**src/rtl/bus_arbiter8_if.sv**
```systemverilog
// Handshake/bus bundle shared by the 8-way round-robin arbiter and its environment.
// The master modport is the arbiter side: it owns grant, select and the output beat.
interface bus_arbiter8_if #(
   parameter int WIDTH = 16
);
   logic [7:0]         req;
   logic [8*WIDTH-1:0] data_in;
   logic               out_ready;
   logic [WIDTH-1:0]   out;
   logic               out_valid;
   logic [7:0]         gnt;
   logic [2:0]         sel;
   logic               busy;

   modport master (
      input  req, data_in, out_ready,
      output out, out_valid, gnt, sel, busy
   );

   modport slave (
      output req, data_in, out_ready,
      input  out, out_valid, gnt, sel, busy
   );
endinterface

```
**src/rtl/bus_arbiter8.sv**
```systemverilog
// Round-robin arbiter/sequencer sharing one WIDTH-bit bus between 8 requesters,
// with bounded bursts and a valid/ready handshake toward a single sink.
//
//   state | meaning
//   IDLE  | no owner; gnt=0, out=0, waiting for any req
//   GRANT | lane sel owns the bus; beats flow while req[sel] && out_ready
module bus_arbiter8 #(
   parameter int WIDTH     = 16,
   parameter int MAX_BURST = 4
) (
   input  logic          clk,
   input  logic          reset,
   bus_arbiter8_if.master bus
);
   typedef enum logic {IDLE, GRANT} state_t;

   localparam logic [7:0] LAST_BEAT = 8'(MAX_BURST - 1);

   state_t     state_q, state_d;
   logic [2:0] ptr_q, ptr_d;
   logic [2:0] sel_q, sel_d;
   logic [7:0] gnt_q, gnt_d;
   logic [7:0] cnt_q, cnt_d;

   logic       busy;
   logic       out_valid;
   logic       beat;
   logic       release_own;
   logic [3:0] pick;
   logic [2:0] search_base;

   // Returns {found, index}; scanning from lowest to highest priority lets the
   // highest-priority hit (index ptr) overwrite the others.
   function automatic logic [3:0] rr_pick(input logic [7:0] r, input logic [2:0] p);
      logic [3:0] res;
      logic [2:0] idx;
      res = 4'b0;
      for (int k = 7; k >= 0; k--) begin
         idx = p + 3'(k);
         if (r[idx]) res = {1'b1, idx};
      end
      return res;
   endfunction

   assign busy        = (state_q == GRANT);
   assign out_valid   = busy && bus.req[sel_q];
   assign beat        = out_valid && bus.out_ready;
   assign release_own = busy && (!bus.req[sel_q] || (beat && cnt_q == LAST_BEAT));
   assign search_base = busy ? sel_q + 3'd1 : ptr_q;
   assign pick        = rr_pick(bus.req, search_base);

   always_comb begin
      state_d = state_q;
      ptr_d   = ptr_q;
      sel_d   = sel_q;
      gnt_d   = gnt_q;
      cnt_d   = cnt_q;
      case (state_q)
         IDLE: begin
            if (pick[3]) begin
               state_d = GRANT;
               sel_d   = pick[2:0];
               gnt_d   = 8'b1 << pick[2:0];
               cnt_d   = 8'd0;
            end
         end
         GRANT: begin
            if (release_own) begin
               ptr_d = sel_q + 3'd1;
               cnt_d = 8'd0;
               if (pick[3]) begin
                  sel_d = pick[2:0];
                  gnt_d = 8'b1 << pick[2:0];
               end else begin
                  state_d = IDLE;
                  gnt_d   = 8'd0;
               end
            end else if (beat) begin
               cnt_d = cnt_q + 8'd1;
            end
         end
         default: begin
            state_d = IDLE;
            gnt_d   = 8'd0;
         end
      endcase
   end

   always_ff @(posedge clk) begin
      if (reset) begin
         state_q <= IDLE;
         ptr_q   <= 3'd0;
         sel_q   <= 3'd0;
         gnt_q   <= 8'd0;
         cnt_q   <= 8'd0;
      end else begin
         state_q <= state_d;
         ptr_q   <= ptr_d;
         sel_q   <= sel_d;
         gnt_q   <= gnt_d;
         cnt_q   <= cnt_d;
      end
   end

   always_comb begin
      bus.out = '0;
      if (busy) bus.out = bus.data_in[WIDTH*sel_q +: WIDTH];
   end

   assign bus.out_valid = out_valid;
   assign bus.gnt       = gnt_q;
   assign bus.sel       = sel_q;
   assign bus.busy      = busy;
endmodule

```
**src/flat_wrapper.sv**
```systemverilog
// flat-port wrapper written by rule: the top's interface ports become plain ports
module bus_arbiter8_flat 
#(
   parameter int WIDTH     = 16,
   parameter int MAX_BURST = 4
)
  (clk, reset, bus_req, bus_data_in, bus_out_ready, bus_out, bus_out_valid, bus_gnt, bus_sel, bus_busy);
  bus_arbiter8_if #(.WIDTH(WIDTH)) bus_i ();
  input  logic clk;
  input  logic reset;
  input wire logic [$bits(bus_i.req)-1:0] bus_req;
  input wire logic [$bits(bus_i.data_in)-1:0] bus_data_in;
  input wire logic [$bits(bus_i.out_ready)-1:0] bus_out_ready;
  output wire logic [$bits(bus_i.out)-1:0] bus_out;
  output wire logic [$bits(bus_i.out_valid)-1:0] bus_out_valid;
  output wire logic [$bits(bus_i.gnt)-1:0] bus_gnt;
  output wire logic [$bits(bus_i.sel)-1:0] bus_sel;
  output wire logic [$bits(bus_i.busy)-1:0] bus_busy;
  assign bus_i.req = bus_req;
  assign bus_i.data_in = bus_data_in;
  assign bus_i.out_ready = bus_out_ready;
  assign bus_out = bus_i.out;
  assign bus_out_valid = bus_i.out_valid;
  assign bus_gnt = bus_i.gnt;
  assign bus_sel = bus_i.sel;
  assign bus_busy = bus_i.busy;
  bus_arbiter8 #(.WIDTH(WIDTH), .MAX_BURST(MAX_BURST)) u_core (.clk(clk), .reset(reset), .bus(bus_i));
endmodule
```
**config.mk**
```make
export PLATFORM = sky130hd
export DESIGN_NAME = bus_arbiter8_flat
export DESIGN_NICKNAME = d
export VERILOG_FILES = /design/src/rtl/bus_arbiter8_if.sv /design/src/rtl/bus_arbiter8.sv /design/src/flat_wrapper.sv
export SDC_FILE = /design/constraint.sdc
export NUM_CORES = 1
export LEC_CHECK = 0
export CAP_MARGIN = 20
export CORE_UTILIZATION = 40
export CTS_CLUSTER_SIZE = 28
export DETAILED_ROUTE_END_ITERATION = 8
export PLACE_DENSITY = 0.84
export SYNTH_ARGS = -nofsm -noshare
export SYNTH_HDL_FRONTEND = slang
export SYNTH_SLANG_ARGS = --single-unit
export TNS_END_PERCENT = 1
```
**constraint.sdc**
```tcl
create_clock -name clk -period 4 [get_ports clk]
set_input_delay 0.4 -clock clk [delete_from_list [all_inputs] [get_ports clk]]
set_output_delay 0.4 -clock clk [all_outputs]
set_load 0.02 [all_outputs]
```
==> metrics.md <==
| Metric | Value |
|---|---|
| GR Util met3 | 4.82% |
| Status | complete, no violations |
| CP most frequent cell | ha_1 |
| CTS Buf Count | 3 |
| RR Endpoint | u_core.cnt_q[1]$_SDFFE_PP0P_ |
| Cell Rows | 31 |
| Worst-path maximum fanout | 10 |
| Total congestion overflow | 0 |
| Avg WL per Cell | 19.7 um |
| Worst-margin pin slew | 644 ps |
| Routability cong. | 0.970 |
| Asr flop ratio synth | 0% |
| Final setup vio count | 0 |
| Hold EP | u_core.bus.gnt[0]$_SDFFE_PP0P_ |
| # Post-CTS Setup Buffers | 0 |
| Type of the worst min-delay path | reg -> reg |
| Slew headroom | 55.8% |
| Total power | 2.83 mW |
| Global Route met1 Usage | 35.5% |
| Combinational share of power | 83.4% |
| Met2 Use GR | 48.7% |
| Clk pwr share | 5.2% |
| Mapped cell area | 3110 um2 |
| Top_reg_cell synth | dfxtp_1 |
| Peak supply drop | 0.482 mV |
| Ports | 168 |
| Core Area | 7370 um2 |
| Seq pwr share | 11.5% |
| Crit path kind | reg -> reg |
| CP max stage delay | 490 ps |
| Total number of vias | 3487 |
| Cell Int Power | 1.45 mW |
| Fillers | 608 |
| Power per Cell Area | 574 nW/um2 |
| Die width | 90.2 um |
| Crit path DAT | 3970 ps |
| Worst reg2reg path startpoint | u_core.bus.sel[0]$_SDFFE_PP0P_ |
| Reg clk slew, reported paths | 80 ps |
| Leak Pwr | 1.78 nW |
| Num Clock Sinks | 23 |
| Initial antenna violation count | 0 |
| Layout cell share with drive strength beyond 1 | 14.6% |
| TritonRoute pass-1 iters | 5 |
| Final HPWL DP | 9430 um |
| DRT antenna net count | 0 |
| EDFF count, synth | 0 |
| Clk buf depth | 2 |
| Cell Chain, Critical Path | ha_1 -> mux2_4 -> clkinv_1 -> ha_1 -> xnor2_4 -> mux2_2 -> or3_1 -> o41ai_4 -> nand3_2 -> and3_1 -> a31oi_1 -> nor2_1 |
| FF/Latch Area | 463 um2 |
| Via density | 5.89 |
| CTS tree | built |
| P&R area growth vs syn | 58.5% |
| Worst Path Required | 4140 ps |
| Global-route wire length before repair | 17900 um |
| Syn. warnings | 0 |
| Drt drc | 0 |
| Achievable Freq | 0.262 GHz |
| IO buf count | 167 |
| Distinct cells, synth | 66 |
| Initial Util | 42.3% |
| CTS HTree Levels | 1 |
| Critical path's slowest cell | o41ai_4 |
| Largest net degree at the start of global routing | 37 |
| Final WL | 11700 um |
| DRT iter0 DRCs | 220 |
| Most frequent cells in the layout | clkdlybuf4s50_1, mux4_2, nor2_1 |
| Crit path launch type | flip-flop |
| Synth Register Bits | 23 |
| Final min period | 3820 ps |
| CP endpoint kind | flip-flop |
| Max-Cap Viols | 0 |
| Ranking of synthesized cells by area | mux4_2, dfxtp_1, mux2i_1, nor2b_1, nor2_1 |
| Max-slew violations | 0 |
| Hold WS | 461 ps |
| Worst Hold Launch | u_core.bus.gnt[0]$_SDFFE_PP0P_ |
| Switching power | 1.38 mW |
| Dominant cell type by area after synthesis | mux4_2 |
| Worst-case reg-to-reg path depth | 12 |
| Period utilisation layout | 95.6% |
| CTS root buf | clkbuf_8 |
| Worst skew pair latency | 270 ps |
| Nets | 637 |
| Syn avg cell area | 9.38 um2 |
| Hold Path Depth | 2 |
| Worst Skew | 5.92 ps |
| Area of the multi-input gates | 2540 um2 |
| RSZ-0062 raised after global routing | true |
| Synth Instances | 332 |
| Most Used Layer, Global Route | met2 |
| Post-synthesis sequential area ratio | 14.8% |
| Sw frac | 48.7% |
| Number of global-route vias before repair | 3436 |
| Reg2Reg Setup Slack | 180 ps |
| Total track usage | 27.9% |
| Commonest non-fill, non-tap cell in the layout | clkdlybuf4s50_1 |
| Share of the synthesized area in the top cell type | 26.0% |
| Die Y | 90.2 um |
| Syn Nets | 475 |
| Die area | 8140 um2 |
| Final Hold Violating Endpoints | 0 |
| Antenna cells | 0 |
## layout make-up
| type | count | area share [%] |
|---|---|---|
| inverters | 6 | 0.456 |
| clock inverters | 1 | 0.101 |
| flip-flops and latches | 23 | 9.38 |
| well taps | 99 | 2.51 |
| multi-input cells | 284 | 51.5 |
| clock buffers | 3 | 0.836 |
| repair buffers | 176 | 35.2 |
## metrics by stage
stage | utilization, % | setup slack, ps | area, um2 | setup TNS [ps] | std cells
CTS | 66.8 | 62.8 | 4920 | 0 | 592
global placement | 66.2 | 249 | 4880 | 0 | 588
floorplan | - | 260 | 3110 | 0 | 332
finish | 67.0 | 176 | 4940 | 0 | 592
detailed placement | 66.2 | 146 | 4880 | 0 | 588
global route | 67.0 | -3.93 | 4940 | -3.93 | 592
## critical path, delay by kind of cell (launching register included)
family / cells / cell delay, ps
adders and majority gates: 2 / 690
xor gates and xnor gates: 1 / 320
buffers and inverters: 1 / 100
DFF: 1 / 330
and+or+nand+nor: 4 / 970
muxes: 2 / 650
AOI/OAI and AO/OA: 2 / 620
## synth_stat cells, types with 3 or more instances
cell	number
mux4_2	36
nor2_1	29
mux2i_1	26
nand2_1	26
dfxtp_1	23
nor2b_1	18
nand3_1	17
a21oi_1	15
o21ai_0	13
and2_1	12
clkbuf_1	7
xor2_1	7
buf_1	5
inv_1	5
o211ai_1	5
and3_1	4
ha_1	4
mux2_2	4
nand4_1	4
a21boi_0	3
a31oi_1	3
buf_4	3
nor3_1	3
o21ai_1	3
o31ai_1	3
## cell families (layout without fill, tap and decap cells)
kind of cell | after synthesis | in the layout | share of synthesized area [%]
AO/OA/AOI/OAI | 73 | 73 | 17.2
XOR/XNOR | 13 | 13 | 5.34
adder cells (fa/ha/maj) | 4 | 4 | 1.61
buffers and inverters | 25 | 186 | 3.94
flip-flops | 23 | 23 | 14.8
multiplexers | 67 | 67 | 36.3
AND/OR/NAND/NOR | 127 | 127 | 20.8
## power by group through the flow
stage / clock, mW / sequential (mW) / combinational [mW]
floorplan: 0 / 0.369 / 1.60
global placement: 0 / 0.329 / 2.27
detailed placement: 0 / 0.329 / 2.31
CTS: 0.147 / 0.325 / 2.33
global route: 0.152 / 0.331 / 2.54
finish: 0.146 / 0.325 / 2.36
## how the worst max path moves through the flow
stage                     cells after the start  slack [ps]                              to                           start
after floorplan                              13         260    u_core.cnt_q[1]$_SDFFE_PP0P_  u_core.bus.sel[0]$_SDFFE_PP0P_
after global placement                       12         250  u_core.bus.gnt[5]$_SDFFE_PP0P_  u_core.bus.sel[0]$_SDFFE_PP0P_
after detailed placement                     12         150  u_core.bus.gnt[1]$_SDFFE_PP0P_  u_core.bus.sel[0]$_SDFFE_PP0P_
after CTS                                    12          60  u_core.bus.gnt[5]$_SDFFE_PP0P_  u_core.bus.sel[0]$_SDFFE_PP0P_
after global routing                         12          -4  u_core.bus.gnt[5]$_SDFFE_PP0P_  u_core.bus.sel[1]$_SDFFE_PP0P_
final                                        12         180    u_core.cnt_q[1]$_SDFFE_PP0P_  u_core.bus.sel[0]$_SDFFE_PP0P_
## state kept, by name, indices dropped and copies added (netlist names)
name             cells
u_core.bus.sel       3
u_core.bus.busy      1
u_core.cnt_q         8
u_core.bus.gnt       8
u_core.ptr_q         3
## repair_timing
action                     CTS  global route
setup endpoints to repair    0            17
resized for setup            0             4
hold buffers                 0             0
## layer usage
| layer | wire (um) | vias up |
|---|---|---|
| met3 | 847 | 19 |
| met5 | 0 | - |
| met2 | 5930 | 186 |
| li1 | - | 1613 |
| met1 | 4690 | 1669 |
| met4 | 219 | 0 |
No activity file was read; power rests on OpenSTA's default activity.
